File: src/rtl/imem_port_arbiter.sv
// Arbitrates the single-port instruction memory between fetch reads and loader write bursts.
// Bursts lock the port; a starvation counter forces occasional fetch slots into long bursts.
module imem_port_arbiter #(
  parameter int ADDR_W     = 32,
  parameter int DATA_W     = 16,
  parameter int MAX_STARVE = 4
) (
  input  logic              clk,
  input  logic              rst,
  input  logic              fetch_req,
  input  logic [ADDR_W-1:0] fetch_addr,
  output logic              fetch_gnt,
  output logic              fetch_valid,
  output logic [DATA_W-1:0] fetch_data,
  input  logic              ld_valid,
  input  logic [ADDR_W-1:0] ld_addr,
  input  logic [DATA_W-1:0] ld_data,
  input  logic              ld_last,
  output logic              ld_ready,
  output logic              mem_we,
  output logic [ADDR_W-1:0] mem_addr,
  output logic [DATA_W-1:0] mem_wdata,
  input  logic [DATA_W-1:0] mem_rdata,
  output logic              loading,
  output logic [15:0]       ld_count
);

  typedef enum logic {IDLE, LOAD} state_t;

  localparam logic [3:0] STARVE_LIMIT = 4'(MAX_STARVE);

  state_t            state, state_next;
  logic [3:0]        starve_cnt;
  logic [DATA_W-1:0] data_hold;
  logic              accept;

  always_ff @(posedge clk or negedge rst) begin
    if (!rst) state <= IDLE;
    else      state <= state_next;
  end

  // Grants are suppressed while reset is asserted so an abandoned burst writes nothing more.
  always_comb begin
    state_next = state;
    fetch_gnt  = 1'b0;
    ld_ready   = 1'b0;
    mem_we     = 1'b0;
    mem_addr   = '0;
    mem_wdata  = '0;
    if (rst) begin
      case (state)
        IDLE: begin
          if (ld_valid) begin
            ld_ready  = 1'b1;
            mem_we    = 1'b1;
            mem_addr  = ld_addr;
            mem_wdata = ld_data;
            if (!ld_last) state_next = LOAD;
          end else if (fetch_req) begin
            fetch_gnt = 1'b1;
            mem_addr  = fetch_addr;
          end
        end
        LOAD: begin
          if (fetch_req && starve_cnt == STARVE_LIMIT) begin
            fetch_gnt = 1'b1;
            mem_addr  = fetch_addr;
          end else begin
            ld_ready = 1'b1;
            if (ld_valid) begin
              mem_we    = 1'b1;
              mem_addr  = ld_addr;
              mem_wdata = ld_data;
              if (ld_last) state_next = IDLE;
            end
          end
        end
        default: state_next = IDLE;
      endcase
    end
  end

  assign accept  = ld_valid && ld_ready;
  assign loading = (state == LOAD);

  // Counts denied fetch cycles; capped at the limit so the forced-slot compare always hits.
  always_ff @(posedge clk or negedge rst) begin
    if (!rst)                         starve_cnt <= '0;
    else if (!fetch_req || fetch_gnt) starve_cnt <= '0;
    else if (starve_cnt != STARVE_LIMIT) starve_cnt <= starve_cnt + 4'd1;
  end

  always_ff @(posedge clk or negedge rst) begin
    if (!rst)                    ld_count <= '0;
    else if (accept) begin
      if (state == IDLE)         ld_count <= 16'd1;
      else if (ld_count != 16'hFFFF) ld_count <= ld_count + 16'd1;
    end
  end

  // Read data arrives the cycle after the grant; it is passed through then and held afterwards.
  always_ff @(posedge clk or negedge rst) begin
    if (!rst) begin
      fetch_valid <= 1'b0;
      data_hold   <= '0;
    end else begin
      fetch_valid <= fetch_gnt;
      if (fetch_valid) data_hold <= mem_rdata;
    end
  end

  assign fetch_data = fetch_valid ? mem_rdata : data_hold;

endmodule

File: config.mk
export PLATFORM = sky130hd
export DESIGN_NAME = imem_port_arbiter
export DESIGN_NICKNAME = d
export VERILOG_FILES = /design/src/rtl/imem_port_arbiter.sv
export SDC_FILE = /design/constraint.sdc
export NUM_CORES = 1
export LEC_CHECK = 0
export BUFFER_PORTS_ARGS = -buffer_cell sky130_fd_sc_hd__buf_2
export CAP_MARGIN = 20
export CORE_MARGIN = 2
export CORE_UTILIZATION = 35
export CTS_CLUSTER_SIZE = 30
export DETAILED_ROUTE_END_ITERATION = 8
export GPL_TIMING_DRIVEN = 0
export PLACE_DENSITY = 0.8
export SLEW_MARGIN = 20
export SYNTH_ARGS = -nofsm -noshare
export SYNTH_HDL_FRONTEND = slang
export SYNTH_SLANG_ARGS = --single-unit
File: constraint.sdc
create_clock -name clk -period 5.6 [get_ports clk]
set_clock_uncertainty 0.05 [all_clocks]
set_input_delay 0.28 -clock clk [delete_from_list [all_inputs] [get_ports clk]]
set_output_delay 0.28 -clock clk [all_outputs]
set_load 0.05 [all_outputs]
==> results by group, run 1 <==
Route
  • WL/cell: 15.2 um
  • DRC viols: 0
  • Initial DRT Pass Iterations: 4
  • Post-Route WL: about 7500 um
  • Vias per cell: roughly 5.2
  • Via count: around 2600
  • Remaining antenna violation count after routing: 0
  • 1st-iter DRT viols: 94

Synth
  • Share of the synthesized area in the top cell type: about 41%
  • Sequential fraction of the synthesis area: ~41%
  • Simple-Gate Fraction of Synth Area: a little under a fifth
  • Synth top area cells: dfrtp_1, a22o_1, mux2_2, and2_1, nand2_1
  • Cell accounting for the most synthesized area: dfrtp_1
  • Post-Synth XOR/XNOR Area: 0.381%
  • Post-synthesis compound-gate area fraction: between 20 and 25%
  • Netlist cell types: 47
  • Largest family of logic cells by synthesized area: compound AO/OA/AOI/OAI gates
  • Cell count after synthesis: ~230
  • Mux share of post-synthesis cell area: between 9 and 10%
  • Synth Net Count: ~330
  • Mapped Area: 2300 um2
  • Yosys Warn Count: 0
  • Avg Cell Area, Syn: just over 10 um2
  • #FFs+latches synth: 38
  • Synth Area in Adders: approximately 1.6%

Floorplan
  • CORE AREA: 6350 um2
  • Die W: 85.0 um
  • Initial Util: a little over a third
  • # rows: 29
  • I/O pin count: roughly 190
  • Die height: around 85 um
  • DIE AREA: ~7200 um2

Clock tree
  • CTS tree: yes
  • H-tree lvl count: 2
  • Clk root buf: clkbuf_8
  • # resized after CTS: 0
  • Reg clk slew, reported paths: 80 ps
  • CTS sink cnt: 38
  • Clk_lat worst skew: roughly 280 ps
  • CTS Hold Bufs: 0
  • Max clock buf depth: 2
  • CTS Buf Count: 5
  • Postcts setup bufs: 0

STA
  • Final Max Slew Viols: 0
  • Final Hold Fails: 0
  • Final setup viols: 0
  • Post-layout min period: 2870 ps
  • Setup TNS: 0 ps
  • Fin crit share: 51.3%
  • Slew margin rel.: 42.7%
  • Worst-Margin Slew: 860 ps
  • Fmax: around 0.35 GHz
  • RSZ-0062 raised after global routing: false

Layout
  • Commonest non-fill, non-tap cell in the layout: buf_2
  • Layout cell share with drive strength beyond 1: approximately 54%
  • P&R area growth vs syn: 50.7%
  • Fill cells: about 600
  • Final nets: between 500 and 600
  • Most frequent cells in the layout: buf_2, dfrtp_1, a22o_1
  • ANT cells: 0

Critical path
  • CP max stage cell: dfrtp_1
  • CP Data Required Time: 5270 ps
  • Crit-path max FO: 10
  • Critical Path Max Stage Delay: between 400 and 500 ps
  • Bufs and invs on worst path: 5
  • Crit path DAT: between 2000 and 3000 ps
  • CP delay by family, top: buffers and inverters
  • CP most frequent cell: buf_2
  • Crit-path cells: inv_1, ha_1, nand3b_1, o21ai_2, inv_2, buf_2, buf_2, and2_1, buf_2
  • Setup crit start kind: register
  • CP Class: register to output port
  • CP endpoint kind: output port

Min path
  • Min-Delay Path Class: input pin to async pin

Power
  • Leakage power: around 1.9 nW
  • PD cells: 401 nW/um2
  • Peak supply drop: ~0.30 mV
  • Pwr Total: 1.39 mW

Placed design
  • HPWL Detailed: 6190 um
  • I/O Buffers: ~190
  • Gpl congestion: between 0.8 and 0.9

Run status
  • Outcome: finished, final reports clean

Global route
  • Antenna violations before repair: 0
  • First-pass GRT wire length: ~12000 um
  • Gr usage total: between 20% and 30%
  • Total gr overflow: 0
  • Pin count of the biggest net entering global routing: between 40 and 50
  • Vias in the first global route: between 2000 and 2500

Run
  • Max cap viols: 0
## report_power, final
group / internal, mW / total [mW] / switching, mW
Combinational: 0.191 / 0.689 / 0.497
Sequential: 0.346 / 0.413 / 0.0670
Clock: 0.190 / 0.286 / 0.0962
Total: 0.727 / 1.39 / 0.661
## Yosys cell counts, drive strengths merged
cell type	n
nor4	2
o31ai	1
nand4	5
o221ai	1
inv	9
o211ai	3
a41oi	2
o21ai	12
a31oi	4
a21bo	1
dfrtp	38
mux2	17
or3	2
a21oi	5
a32o	1
nand2	12
a41o	1
ha	3
a211o	3
and3	2
mux2i	2
a22o	35
nand3b	1
and2	17
nor4b	1
nor2	10
nor3	4
buf	7
xnor2	1
nand3	7
or4b	1
clkbuf	8
and3b	2
or4	3
o41ai	1
nand2b	1
and4b	2
## layer usage
layer	share of wire, %	track usage [%]	vias to the layer above
met3	5.8	2.82	12
met5	0	0	-
li1	-	-	1247
met2	54	39.3	115
met4	1.9	5.77	0
met1	39	24.9	1196
## final timing paths
path                                            from                       end  slack, ps  cells after the start
max                        starve_cnt[0]$_DFFE_PN0P_             mem_wdata[10]       2730                      9
min                                              rst    data_hold[0]$_DFF_PN0_         50                      1
max reg2reg                starve_cnt[0]$_DFFE_PN0P_  ld_count[10]$_DFFE_PN0P_       3440                      8
min reg2reg                   data_hold[4]$_DFF_PN0_    data_hold[4]$_DFF_PN0_        450                      1
max in group asynchronous                        rst   ld_count[0]$_DFFE_PN0P_       4910                      1
min in group clk                             ld_last       loading$_DFFE_PN0P_        120                      2
## per-stage QoR
step,instance area [um2],utilization (%),cells,worst slack [ps],hold slack (ps)
final,3460,54.5,497,2730,53.9
after detailed placement,3320,52.3,489,2710,406
after global routing,3460,54.5,497,2530,114
after CTS,3460,54.5,497,2710,95.0
after floorplan,2300,-,227,3020,-65.6
after global placement,3320,52.3,489,2760,396
## sequential cells by signal (all words and copies together) (netlist names)
| name | cells |
|---|---|
| ld_count | 16 |
| data_hold | 16 |
| starve_cnt | 4 |
| fetch_valid | 1 |
| loading | 1 |
## kinds of logic after synthesis
group           Yosys count
compound gates           70
xor+xnor                  1
fa+ha+maj                 3
buf+inv                  24
flops                    38
mux                      19
simple gates             72
## worst reg2reg max path, cell delays in order, from the launching register on
cell and delay (ps):
dfrtp_1 420, inv_1 70, ha_1 210, nand3b_1 180, o21ai_2 390, inv_2 190
buf_2 230, buf_2 190, a21oi_1 150
## layout make-up
cell class,instances,area (um2),share of cell area (%)
clock buffer,6,82.6,2.38
sequential,38,951,27.5
buffer,15,65.1,1.88
multi-input combinational,165,1250,36.1
inverter,9,33.8,0.975
tap,77,96.3,2.78
clock inverter,2,60.1,1.73
timing repair buffer,185,926,26.7
No activity file was read; power rests on OpenSTA's default activity.
==> inputs of run 2 (changes only) <==
--- a/config.mk
+++ b/config.mk
@@ -5,6 +5,7 @@
 export SDC_FILE = /design/constraint.sdc
 export NUM_CORES = 1
 export LEC_CHECK = 0
+export ABC_AREA = 1
 export BUFFER_PORTS_ARGS = -buffer_cell sky130_fd_sc_hd__buf_2
 export CAP_MARGIN = 20
 export CORE_MARGIN = 2
==> constraint.sdc (replaced) <==
create_clock -name clk -period 2.5 [get_ports clk]
set_clock_uncertainty 0.05 [all_clocks]
set_input_delay 0.125 -clock clk [delete_from_list [all_inputs] [get_ports clk]]
set_output_delay 0.125 -clock clk [all_outputs]
set_load 0.05 [all_outputs]
==> results by group, run 2 <==
Run status
  • Outcome: finished, final reports clean

Min path
  • Min-Delay Path Class: input pin to register
  • Hold wc startpoint: ld_last

Synth
  • Synth top area cells: dfrtp_1, nand2_1, mux2_2, inv_1, nor2_1
  • EDFF count, synth: 0 (unchanged)
  • Cell count after synthesis: 362 (+59%)
  • Synth Net Count: 466 (+41%)
  • Yosys Warn Count: 0 (unchanged)
  • Netlist cell types: 28 (-40%)
  • Async SR Flop Fraction: 100% (unchanged)
  • Share of the synthesized area in the top cell type: 37.0% (-4.4 points)
  • Count leader, synth: nand2_1
  • #FFs+latches synth: 38 (unchanged)
  • Most used flip-flop cell after synthesis: dfrtp_1
  • Cell accounting for the most synthesized area: dfrtp_1
  • Commonest cells in the netlist: nand2_1, dfrtp_1, inv_1, nor2_1, nand3_1
  • Sequential fraction of the synthesis area: 37.0% (-4.4 points)
  • Avg Cell Area, Syn: 7.10 um2 (-30%)
  • Mapped Area: 2570 um2 (+12%)

Route
  • WL/cell: 12.1 um (-21%)
  • 1st-iter DRT viols: 112 (+19%)
  • Via count: 2987 (+16%)
  • DRC viols: 0 (unchanged)
  • Initial DRT Pass Iterations: 4 (unchanged)
  • WL met2: 4020 um (-0.72%)
  • Post-Route WL: 7910 um (+4.9%)
  • Top sig layer: met4
  • Remaining antenna violation count after routing: 0 (unchanged)
  • Vias per cell: 4.55 (-12%)
  • M1 wire length: 3350 um (+15%)
  • Routed wl met3: 433 um (-0.92%)

Floorplan
  • Die height: 89.7 um (+5.5%)
  • I/O pin count: 186 (unchanged)
  • CORE AREA: 7180 um2 (+13%)
  • DIE AREA: 8050 um2 (+11%)
  • Die W: 89.7 um (+5.5%)
  • Initial Util: 35.8% (-0.36 points)
  • # rows: 31 (+6.9%)

STA
  • Final Hold Fails: 0 (unchanged)
  • Fmax: between 0.4 and 0.5 GHz
  • Final Max Slew Viols: 0 (unchanged)
  • Worst-Margin Slew: 492 ps (-367 ps)
  • Post-layout min period: 2310 ps
  • Slew margin rel.: 67.2% (+24 points)
  • Setup TNS: 0 ps (unchanged)
  • Final setup viols: 0 (unchanged)
  • Fin crit share: between 90 and 100%
  • RSZ-0062 raised after global routing: false

Layout
  • P&R area growth vs syn: 46.4%
  • Layout cell share with drive strength beyond 1: 44.2% (-10 points)
  • Commonest non-fill, non-tap cell in the layout: buf_2
  • Fill cells: 692 (+14%)
  • Fin cells: 656 (+32%)
  • Most frequent cells in the layout: buf_2, nand2_1, dfrtp_1
  • Top Registers: data_hold (16), ld_count (16), starve_cnt (4)
  • Final nets: 660 (+26%)
  • Multi-input logic area: 1370 um2 (+10%)
  • ANT cells: 0 (unchanged)
  • Reg area: 951 um2 (unchanged)

Critical path
  • CP Data Required Time: 2330 ps (-2940 ps)
  • Critical Path Source: starve_cnt[0]$_DFFE_PN0P_
  • CP max stage cell: dfrtp_1
  • CP delay by family, top: buffers and inverters
  • Bufs and invs on worst path: 4 (-1)
  • Critical Path Max Stage Delay: 430 ps (about the same)
  • R2R Path Start: starve_cnt[0]$_DFFE_PN0P_
  • Crit path DAT: 2140 ps (-400 ps)
  • Setup crit start kind: register
  • Crit-path cells: inv_1, ha_1, nand2_1, nor2_2, nand2_2, nand2_1, nand2_2, inv_2, buf_4, nand2_1, o21ai_0, buf_2
  • CP most frequent cell: nand2_1
  • Crit-path max FO: 10 (unchanged)
  • CP endpoint kind: output port
  • CP Class: register to output port

Power
  • Clk pwr share: 18.0% (-2.6 points)
  • Pwr Total: 2.93 mW (+110%)
  • Peak supply drop: 0.472 mV (+59%)
  • Internal power: 1.49 mW (+100%)
  • Leakage power: 2.22 nW (+18%)
  • Switching share of total power: 49.2% (+1.6 points)
  • PD cells: 777 nW/um2 (+94%)
  • P_sw: 1.44 mW (+120%)
  • Gate power share: 51.8% (+2.2 points)
  • Power share of the sequential group: 30.2% (+0.4 points)

Global route
  • Gr usage total: 18.7% (-2.3 points)
  • Antenna violations before repair: 0 (unchanged)
  • Pin count of the biggest net entering global routing: 39 (-7.1%)
  • Total gr overflow: 0 (unchanged)
  • First-pass GRT wire length: 12800 um (+3.3%)
  • Vias in the first global route: 2847 (+14%)

Clock tree
  • CTS Buf Count: 5 (unchanged)
  • Clk root buf: clkbuf_8
  • Reg clk slew, reported paths: 80 ps (about the same)
  • CTS tree: yes
  • H-tree lvl count: 2 (unchanged)
  • Clk_lat worst skew: 290 ps (about the same)
  • Max clock buf depth: 2 (unchanged)
  • CTS sink cnt: 38 (unchanged)

Placed design
  • Placed Cells incl. Taps: 646 (+32%)
  • I/O Buffers: 185 (unchanged)
  • Gpl congestion: 0.866 (+1.2%)
  • HPWL Detailed: 6290 um (+1.6%)

Run
  • Max cap viols: 0 (unchanged)
## run 2: cell count changes after synthesis, sizes merged, moves of 5 or more
cell | previous run | this run
nand3 | 7 | 24
xor2 | 0 | 5
buf | 7 | 12
a21oi | 5 | 0
a22o | 35 | 0
inv | 9 | 39
and2 | 17 | 0
clkbuf | 8 | 1
nor2 | 10 | 38
o21ai | 12 | 23
nand2 | 12 | 152
## run 2: per-stage QoR
step	utilization (%)	instance area (um2)	worst slack (ps)	hold WS [ps]
floorplan	-	2570	280	-221
global placement	50.5	3620	146	233
detailed placement	50.5	3620	77.8	247
CTS	52.5	3760	163	18.1
global route	52.5	3760	22.5	20.3
finish	52.5	3760	187	25.5
## run 2: cell families (layout without fill, tap and decap cells)
logic type                 count (synthesis)  in the layout  share of synthesized area [%]
xor gates and xnor gates                   6              6                           2.04
adders and majority gates                  3              3                           1.46
muxes                                     16             16                           7.01
AOI/OAI and AO/OA                         24             24                           5.50
buffers and inverters                     52            247                           9.59
DFF                                       38             38                           37.0
and+or+nand+nor                          223            223                           37.4
## run 2: final cells by class
cell class | instances | share of cell area, %
Buffer | 13 | 2.66
Clock inverter | 3 | 1.20
Timing Repair Buffer | 187 | 25.4
Inverter | 39 | 3.89
Clock buffer | 5 | 1.83
Sequential cell | 38 | 25.3
Tap cell | 99 | 3.29
Multi-Input combinational cell | 272 | 36.5
## run 2: worst paths after layout
| kind | endpoint | slack (ps) | cells past startpoint |
|---|---|---|---|
| worst max-delay path | mem_addr[8] | 190 | 12 |
| worst min-delay path | loading$_DFFE_PN0P_ | 30 | 4 |
| worst max register to register | ld_count[15]$_DFFE_PN0P_ | 710 | 11 |
| worst min register to register | data_hold[1]$_DFF_PN0_ | 450 | 1 |
| max in group asynchronous | starve_cnt[3]$_DFFE_PN0P_ | 1870 | 3 |
| min in group asynchronous | ld_count[4]$_DFFE_PN0P_ | 320 | 3 |
## run 2: power by group through the flow
stage | Combinational, mW | Sequential, mW | Clock [mW]
floorplan | 1.06 | 0.976 | 0
global placement | 1.49 | 0.881 | 0
detailed placement | 1.52 | 0.896 | 0
CTS | 1.53 | 0.884 | 0.546
global route | 1.60 | 0.903 | 0.573
finish | 1.52 | 0.884 | 0.527
## run 2: metal layers
layer | GRT usage [%] | vias to the layer above
met2 | 33.8 | 110
met1 | 22.4 | 1355
met4 | 4.74 | 0
met5 | 0 | -
met3 | 4.27 | 14
li1 | - | 1508
## run 2: worst reg2reg max path, stage by stage, from the launching register on
cell and delay, ps:
dfrtp_1 420, inv_1 70, ha_1 190, nand2_1 70
nor2_2 50, nand2_2 90, nand2_4 90, nor2_8 150
nand3_1 270, inv_1 160, nand2_1 60, nand2_1 50
## run 2: what timing repair did
item / in CTS / in global routing
hold buffers: 2 / 0
gates resized for setup: 0 / 0
buffers inserted: 0 / 0
endpoints found under the hold margin: 38 / 0
